**src/rtl/sha256_msg_sched.sv**
```systemverilog
// SHA-256 message-schedule expander: loads 16 words, emits W[0..ROUNDS-1].
//
// state | meaning
// ------+------------------------------------------------------------
// LOAD  | accepting message words into win[cnt], cnt counts words taken
// EMIT  | presenting W[cnt] = win[0]; each handshake slides the window
//
// Window invariant during EMIT: win[k] holds W[cnt+k].
module sha256_msg_sched #(
   parameter int ROUNDS = 64
) (
   input  logic        clk,
   input  logic        reset,
   input  logic        in_valid,
   output logic        in_ready,
   input  logic [31:0] in_word,
   output logic        w_valid,
   input  logic        w_ready,
   output logic [31:0] w_data,
   output logic [5:0]  w_index,
   output logic        w_last
);

   typedef enum logic {
      LOAD = 1'b0,
      EMIT = 1'b1
   } state_t;

   localparam logic [5:0] LAST_IDX = 6'(ROUNDS - 1);

   state_t      state_q, state_d;
   logic [5:0]  cnt_q, cnt_d;
   logic [31:0] win_q [16];
   logic [31:0] win_d [16];
   logic [31:0] w_new;

   function automatic logic [31:0] sig0(input logic [31:0] x);
      return {x[6:0], x[31:7]} ^ {x[17:0], x[31:18]} ^ (x >> 3);
   endfunction

   function automatic logic [31:0] sig1(input logic [31:0] x);
      return {x[16:0], x[31:17]} ^ {x[18:0], x[31:19]} ^ (x >> 10);
   endfunction

   // Next schedule word from the current window; carries beyond bit 31 drop.
   always_comb begin
      w_new = sig1(win_q[14]) + win_q[9] + sig0(win_q[1]) + win_q[0];
   end

   // Handshake outputs are decoded from state only, so they never depend on inputs.
   always_comb begin
      in_ready = (state_q == LOAD);
      w_valid  = (state_q == EMIT);
      w_data   = (state_q == EMIT) ? win_q[0] : 32'h0;
      w_index  = (state_q == EMIT) ? cnt_q : 6'd0;
      w_last   = (state_q == EMIT) && (cnt_q == LAST_IDX);
   end

   // Next-state, counter and window update.
   always_comb begin
      state_d = state_q;
      cnt_d   = cnt_q;
      for (int i = 0; i < 16; i++) begin
         win_d[i] = win_q[i];
      end
      case (state_q)
         LOAD: begin
            if (in_valid) begin
               win_d[cnt_q[3:0]] = in_word;
               if (cnt_q == 6'd15) begin
                  state_d = EMIT;
                  cnt_d   = 6'd0;
               end else begin
                  cnt_d = cnt_q + 6'd1;
               end
            end
         end
         EMIT: begin
            if (w_ready) begin
               for (int i = 0; i < 15; i++) begin
                  win_d[i] = win_q[i + 1];
               end
               win_d[15] = w_new;
               if (cnt_q == LAST_IDX) begin
                  state_d = LOAD;
                  cnt_d   = 6'd0;
               end else begin
                  cnt_d = cnt_q + 6'd1;
               end
            end
         end
         default: begin
            state_d = LOAD;
            cnt_d   = 6'd0;
         end
      endcase
   end

   // State, counter and window registers with synchronous reset.
   always_ff @(posedge clk) begin
      if (reset) begin
         state_q <= LOAD;
         cnt_q   <= 6'd0;
         for (int i = 0; i < 16; i++) begin
            win_q[i] <= 32'h0;
         end
      end else begin
         state_q <= state_d;
         cnt_q   <= cnt_d;
         for (int i = 0; i < 16; i++) begin
            win_q[i] <= win_d[i];
         end
      end
   end

endmodule

```
**config.mk**
```make
export PLATFORM = sky130hd
export DESIGN_NAME = sha256_msg_sched
export DESIGN_NICKNAME = d
export VERILOG_FILES = /design/src/rtl/sha256_msg_sched.sv
export SDC_FILE = /design/constraint.sdc
export NUM_CORES = 1
export LEC_CHECK = 0
export CAP_MARGIN = 20
export CORE_MARGIN = 5
export CORE_UTILIZATION = 25
export DETAILED_ROUTE_END_ITERATION = 8
export GPL_TIMING_DRIVEN = 0
export SYNTH_ARGS = -nofsm -noshare
export SYNTH_HDL_FRONTEND = slang
export SYNTH_SLANG_ARGS = --single-unit
```
**constraint.sdc**
```tcl
create_clock -name clk -period 8.8 [get_ports clk]
set_clock_uncertainty 0.1 [all_clocks]
set_input_delay 1.76 -clock clk [delete_from_list [all_inputs] [get_ports clk]]
set_output_delay 1.76 -clock clk [all_outputs]
set_load 0.01 [all_outputs]
```
# Word level (Yosys, flattened, before mapping)
# Memory sizes are Yosys's and may differ from the RTL's.
# Index checks and enable logic that the tools add are counted.
# totals
mem_bits_rw,512
in_bits,36
regBits,7
n_memories,1
# classes
n_bitwise,22
addsub,4
eq_ne,4
n_reduce_logical,3
mux,37
order_cmp,2
# mem_list
name,words,width,rd,rd_ports_with_merged_regs,write_ports,line,source
win_q,16,32,16,0,16,33,logic [31:0] win_q [16];
# op_table
op,count
$mux W512,2
$pmux W512 S2,1
$mux W32,18
$bwmux W512,1
$demux W32 S4,1
$add A32 B32 Y32,3
$xor A32 B32 Y32,2
$xor A32 B22 Y32,1
$xor A32 B29 Y32,1
$mux W6,5
$or A1 B1 Y1,16
$pmux W6 S2,1
$mux W1,7
$add A6 B1 Y6 const B,1
$eq A6 B4 Y1 const B,1
$eq A6 B6 Y1 const B,1
$ge A5 B5 Y1 const B,1
$lt A5 B1 Y1 const B,1
$not A4 Y5,1
$ne A2 B2 Y1 const B,2
$logic_and A1 B1 Y1,2
$pmux W1 S2,1
$reduce_and A2 Y1,1
$not A1 Y1,1

# Logic depth before layout (Yosys ltp)
# Gate-level depths: netlist (run 1).
# logic_depth
word_depth,9
ltp_mapped,17

# Worst setup path before layout (run 1)
# Ideal clock, no wire load.
# synth_timing
path_kind,register to register
start,memory win_q[1][19] (netlist: win_q[0][51])
end,memory win_q[15][23] (netlist: win_q[1][247])
path_slack_ns,4.616
t_arrival_ns,3.998
stages_incl_launch_ff,16
t_required_ns,8.614
path_buffers,1
cell_sequence,dfxtp_1 clkbuf_1 xnor2_1 xnor2_1 fa_1 fa_1 ha_1 fa_1 a21o_2 a311o_2 nand4b_1 nand2_1 a31oi_1 o21ai_0 xnor2_1 a211oi_1
# synth_lines
item,line
"start, declared",33

# Worst setup path in the final report (run 1)
# layout_timing
start,register state_q (netlist: w_valid)
end,output port w_data[0]
# layout_between
elab_chain_len,1
# layout_rtl
item,line,source
"start, declared",31,"state_t state_q, state_d;"
"start signal, assigned",108,state_q <= state_d;
$mux W32,54,w_data = (state_q == EMIT) ? win_q[0] : 32'h0;
"end, declared",19,"output logic [31:0] w_data,"
# No other way between the ends.

==> flow_summary.json, run 1 <==
{
  "required_ns": 6.94,
  "wl_per_cell_um": 24.4,
  "cpPeakStageDelay_ns": 0.72,
  "worst_pin_slew_ns": 1.31,
  "synth_cell_types": 65,
  "use_met1_pct": 26.9,
  "yosysTopAreaCell": "dfxtp_1",
  "fp-row-count": 118,
  "grt_use_met2_pct": 27.5,
  "num_vias": 25200,
  "rrSetupSlack_ns": 3.65,
  "cts.sinks": 519,
  "cp-start-kind": "flop",
  "fmax_ghz": 0.156,
  "cts.reportedPaths.clkPinSlew_ns": 0.06,
  "h-tree-depth": 2,
  "layout.nets": 3431,
  "worstSetupPathDepth": 7,
  "period_share_pct": 72.8,
  "design.core.area_mm2": 0.104,
  "setup_tns_ns": 0,
  "routed_wl_mm": 115,
  "cp_top_family": "buffers and inverters",
  "worst-setup-path-type": "reg -> out",
  "crit_chain": "clkbuf_1, buf_2, buf_2, clkbuf_1, clkbuf_1, and2_1, clkdlybuf4s50_1",
  "dr.pass1.iters": 8,
  "start_util_pct": 25.3,
  "grt_max_degree": 17,
  "synth_ff_type": "dfxtp_1",
  "cts_hold_buf": 0,
  "dieWidth_um": 334,
  "ys.warnings.count": 0,
  "yosys-top-cells-area": "dfxtp_1 (40%), a211oi_1 (14%), nor2_1 (8.0%)",
  "synth_fa_ha_area_share_pct": 6.40,
  "tritoncts": "done",
  "clkLatencyLatePin_ns": 0.66,
  "synth-edff-count": 0,
  "yosysSeqAreaShare_pct": 39.6,
  "first_iter_violations": 3073,
  "drive_gt1_share_pct": 4.61,
  "r2r_start": "win_q[0][51]",
  "rr_endpoint": "win_q[1][247]",
  "drv_cap": 0,
  "arrival_ns": 4.55,
  "holdWs_ns": 0.390,
  "crit_slowest_cell": "clkbuf_1",
  "cts.repair.resized": 0,
  "viasPerCell": 5.33,
  "use_met3_pct": 8.08,
  "syn_avg_cell_area_um2": 8.31,
  "slew_violations": 0,
  "min_path_type": "reg -> reg",
  "die_area_mm2": 0.111,
  "yosys.area_share.simple_pct": 12.1,
  "cp-end-kind": "output port",
  "cts_root_buf": "clkbuf_16",
  "fp.dieH_um": 334,
  "clockBufferDepth": 3,
  "synth_area_mm2": 0.0262,
  "synth_compound_area_share_pct": 29.5,
  "drc_errors": 0,
  "busiest_layer": "met2",
  "slew_headroom_pct": 12.4,
  "grt_use_total_pct": 19.5,
  "ios": 77,
  "worstPathMaxFanout": 10,
  "cts_buffers": 56,
  "synth_top_family_by_area": "compound AO/OA/AOI/OAI gates",
  "synthMuxAreaShare_pct": 0.196,
  "vdd_drop_max_uv": 158,
  "hold_end": "win_q[1][242]",
  "rsz0062_at_grt": "false",
  "status": "complete, no violations",
  "p_per_area_mw_per_mm2": 185,
  "grt_pass1_wl_mm": 162,
  "crit_top_cell": "clkbuf_1",
  "ant_nets": 0,
  "syn2layout_area_growth_pct": 17.6,
  "async_flop_share_pct": 0,
  "hold_depth": 2,
  "p_leak_nw": 9.85,
  "path_buf_inv": 6,
  "worstRegToRegCells": 15,
  "synth_cells": 3154,
  "postCtsSetupRepairBufs": 0,
  "place.gp.congestion": 0.999,
  "overflow": 0,
  "portBuffers": 75,
  "ys_ff_latch": 519,
  "synthesis.nets": 3287,
  "period_needed_ns": 6.41,
  "hold_violations": 0,
  "dpl.hpwl_mm": 87.1,
  "grt_antenna_before_repair": 2,
  "synth_top_cell_area_share_pct": 39.6,
  "synth_xor_area_share_pct": 4.68,
  "setup_viol": 0,
  "grt_pass1_vias": 23300,
  "min-delay-start": "win_q[1][242]"
}
-- worst max path at each step --
stage	start	endpoint	slack (ns)
global route	w_valid	w_data[3]	2.39
detailed placement	w_valid	w_data[7]	3.32
floorplan	win_q[0][51]	win_q[1][247]	4.62
global placement	w_valid	w_data[7]	3.35
finish	w_valid	w_data[0]	2.39
CTS	w_valid	w_data[7]	2.60
-- cells in the mapped netlist, drive strengths merged (24+ instances only) --
master and instances:
fa 62, buf 60, nor2 557, o21ai 41
a211oi 485, inv 135, ha 35, a21oi 271
nand2 54, xnor2 119, a22oi 256, clkbuf 318
nor2b 37, dfxtp 519, and2 24
-- area by class of cell --
type / instances / area (um^2)
fill: 11100 / 73000
multi-input combinational: 2122 / 13900
sequential: 519 / 10400
clock buffer: 84 / 1730
tap: 1380 / 1730
buffer: 378 / 1460
timing repair buffer: 86 / 901
inverter: 135 / 507
clock inverter: 19 / 253
antenna: 4 / 10.0
-- kinds of logic (layout without fill, tap and decap cells) --
| logic type | count (synthesis) | count (layout) |
|---|---|---|
| AO/OA/AOI/OAI | 1128 | 1128 |
| AND/OR/NAND/NOR | 752 | 752 |
| flip-flops | 519 | 519 |
| buffers and inverters | 513 | 702 |
| XOR/XNOR | 140 | 140 |
| adder cells (fa/ha/maj) | 97 | 97 |
| multiplexers | 5 | 5 |
| other | 0 | 4 |
-- worst register-to-register path: cells and delay by family, from the launching register on --
family                     cells  cell delay, ns
AOI/OAI and AO/OA              5            1.76
adders and majority gates      4            1.67
buffers and inverters          1            0.38
DFF                            1            0.30
xor gates and xnor gates       3            0.59
and+or+nand+nor                2            0.25
-- per-layer routing --
metal	vias up	share of wire (%)
li1	11500	-
met1	12100	43
met2	1404	40
met3	226	13
met4	0	3.8
met5	-	0
-- cell usage in the layout, fill, tap and decap left out, drive strengths merged, types with 70 or more instances in the layout --
| master | instances |
|---|---|
| a211oi | 485 |
| a21oi | 271 |
| a22oi | 256 |
| buf | 70 |
| clkbuf | 403 |
| clkdlybuf4s50 | 75 |
| dfxtp | 519 |
| inv | 136 |
| nor2 | 557 |
| xnor2 | 119 |
-- power breakdown --
part | leakage, nW | total (W) | internal, W | switching [W]
clock network | 0.986 | 0.00253 | 0.00148 | 0.00105
logic | 4.68 | 0.000760 | 0.000224 | 0.000536
registers | 4.19 | 0.00241 | 0.00238 | 0.0000250
total | 9.85 | 0.00570 | 0.00408 | 0.00161
-- flip-flops by register name, indices dropped and copies added, names as in the netlist --
signal and count:
win_q 512, w_valid 1, cnt_q 6
-- through the flow --
stage	cell area (um^2)	power, W	std cells	setup WS [ns]	util, %
floorplan	26200	0.00289	3154	4.62	-
global placement	28700	0.00318	4609	3.35	27.6
detailed placement	28800	0.00318	4615	3.32	27.7
CTS	30700	0.00567	4718	2.60	29.6
global route	30800	0.00584	4723	2.39	29.7
finish	30800	0.00570	4727	2.39	29.7
(Power assumes the default switching activity.)
==> inputs of run 2 (changes only) <==
==> constraint.sdc (replaced) <==
create_clock -name clk -period 5.3 [get_ports clk]
set_clock_uncertainty 0.1 [all_clocks]
set_input_delay 1.06 -clock clk [delete_from_list [all_inputs] [get_ports clk]]
set_output_delay 1.06 -clock clk [all_outputs]
set_load 0.01 [all_outputs]
==> run 2 against run 1 <==
Effect of this change: cell area about the same; critical path depth rose by 8; non-clock buffer count is 1 lower; critical endpoint is now win_q[1][247].
==> flow_summary.json, run 2 (synthesis results as in run 1) <==
{
  "top_register": "win_q",
  "layout.nets": 3430,
  "cp-start-kind": "flop",
  "nFillCells": 11100,
  "cts_hold_buf": 0,
  "clkLatencyLatePin_ns": 0.65,
  "crit_chain": "clkbuf_1, xnor2_1, xnor2_1, fa_1, fa_1, ha_1, fa_1, a21o_2, a311o_2, nand4b_1, nand2_1, a31oi_2, o21ai_0, xnor2_1, a211oi_1",
  "required_ns": 5.74,
  "placed_area_mm2": 0.0288,
  "drc_errors": 0,
  "dieWidth_um": 334,
  "arrival_ns": 5.40,
  "ios": 77,
  "first_iter_violations": 3242,
  "start_util_pct": 25.3,
  "p_per_area_mw_per_mm2": 306,
  "syn2layout_area_growth_pct": 17.6,
  "h-tree-depth": 2,
  "p_leak_nw": 9.85,
  "worstRegToRegCells": 15,
  "fmax_ghz": 0.201,
  "place_ws_ns": 0.313,
  "grt_antenna_before_repair": 2,
  "portBuffers": 75,
  "slew_headroom_pct": 12.9,
  "cp-end-kind": "flop",
  "final_cells": 4727,
  "wl_per_cell_um": 24.4,
  "cts.reportedPaths.clkPinSlew_ns": 0.06,
  "routed_wl_mm": 115,
  "tritoncts": "done",
  "drive_gt1_share_pct": 4.67,
  "layout_commonest_cell": "nor2_1",
  "ant_nets": 0,
  "slew_violations": 0,
  "dpl.hpwl_mm": 87.1,
  "grt_pass1_vias": 23300,
  "min_path_type": "reg -> reg",
  "drv_cap": 0,
  "setup_tns_ns": 0,
  "place.gp.congestion": 0.999,
  "period_share_pct": 93.7,
  "fp-row-count": 118,
  "worstSetupPathDepth": 15,
  "cts.sinks": 519,
  "cts_buffers": 56,
  "die_area_mm2": 0.111,
  "rsz0062_at_grt": "false",
  "worst_pin_slew_ns": 1.30,
  "worst-setup-path-type": "reg -> reg",
  "layout_setup_ws_ns": 0.334,
  "setup_viol": 0,
  "path_buf_inv": 1,
  "clockBufferDepth": 3,
  "num_vias": 25200,
  "hold_depth": 2,
  "worstPathMaxFanout": 5,
  "cts_root_buf": "clkbuf_16",
  "vdd_drop_max_uv": 259,
  "postCtsSetupRepairBufs": 0,
  "crit_slowest_cell": "fa_1",
  "status": "complete, no violations",
  "grt_use_total_pct": 19.5,
  "largest_register_ffs": 512,
  "period_needed_ns": 4.97,
  "dp.cells": 4615,
  "grt_pass1_wl_mm": 162,
  "design_area_mm2": 0.0308,
  "viasPerCell": 5.34,
  "dr.pass1.iters": 6,
  "design.core.area_mm2": 0.104,
  "overflow": 0,
  "fp.dieH_um": 334,
  "cp_top_family": "adder cells",
  "final_cell_mix": "nor2_1 (557), dfxtp_1 (519), a211oi_1 (485)",
  "cpPeakStageDelay_ns": 0.50,
  "postLayoutCoreUtil_pct": 29.7,
  "hold_violations": 0,
  "grt_max_degree": 17
}
-- run 2: changes by cell type in the layout (fill, tap and decap cells not counted) --
cell,previous run,this run
a31oi_2,0,1
clkbuf_1,324,322
diode_2,4,5
clkbuf_2,1,2
a31oi_1,7,6
-- run 2: metrics by stage --
stage | total power (W) | hold WS (ns)
after floorplan | 0.00479 | 0.337
after global placement | 0.00528 | 0.365
after detailed placement | 0.00528 | 0.372
after CTS | 0.00941 | 0.383
after global routing | 0.00970 | 0.408
final | 0.00945 | 0.388
-- run 2: tightest hold or removal path, cell delays in order, from the launching register on --
cell,delay (ns)
dfxtp_1,0.31
nand2_1,0.05
a31oi_1,0.07
-- run 2: repair_timing --
action,CTS,global route
endpoints found under the setup margin,11,11
endpoints found under the hold margin,0,0
resized for setup,1,1
-- run 2: routing by layer --
layer | share of wire, % | vias up | global-route usage (%)
met2 | 40 | 1437 | 27.5
li1 | - | 11500 | -
met4 | 3.8 | 0 | 6.81
met3 | 13 | 236 | 8.08
met1 | 43 | 12100 | 26.9
met5 | 0 | - | 0
-- run 2: path summary, 6_finish.rpt --
path                  from       endpoint  slack, ns
max reg2reg   win_q[0][51]  win_q[1][247]       0.33
min          win_q[1][242]  win_q[1][242]       0.39
min reg2reg  win_q[1][242]  win_q[1][242]       0.39
max           win_q[0][51]  win_q[1][247]       0.33
-- run 2: area by class of cell --
cell class / instances / area, um^2 / area share, %
multi-input combinational: 2122 / 13900 / 45.0
sequential: 519 / 10400 / 33.7
clock inverter: 19 / 253 / 0.819
antenna: 5 / 12.5 / 0.0406
buffer: 377 / 1450 / 4.71
tap: 1380 / 1730 / 5.60
inverter: 135 / 507 / 1.64
timing repair buffer: 86 / 901 / 2.92
clock buffer: 84 / 1730 / 5.60
-- run 2: where the power goes --
group | internal [W] | switching [W]
Combinational | 0.000371 | 0.000893
Clock | 0.00245 | 0.00174
Sequential | 0.00395 | 0.0000412
Total | 0.00678 | 0.00268
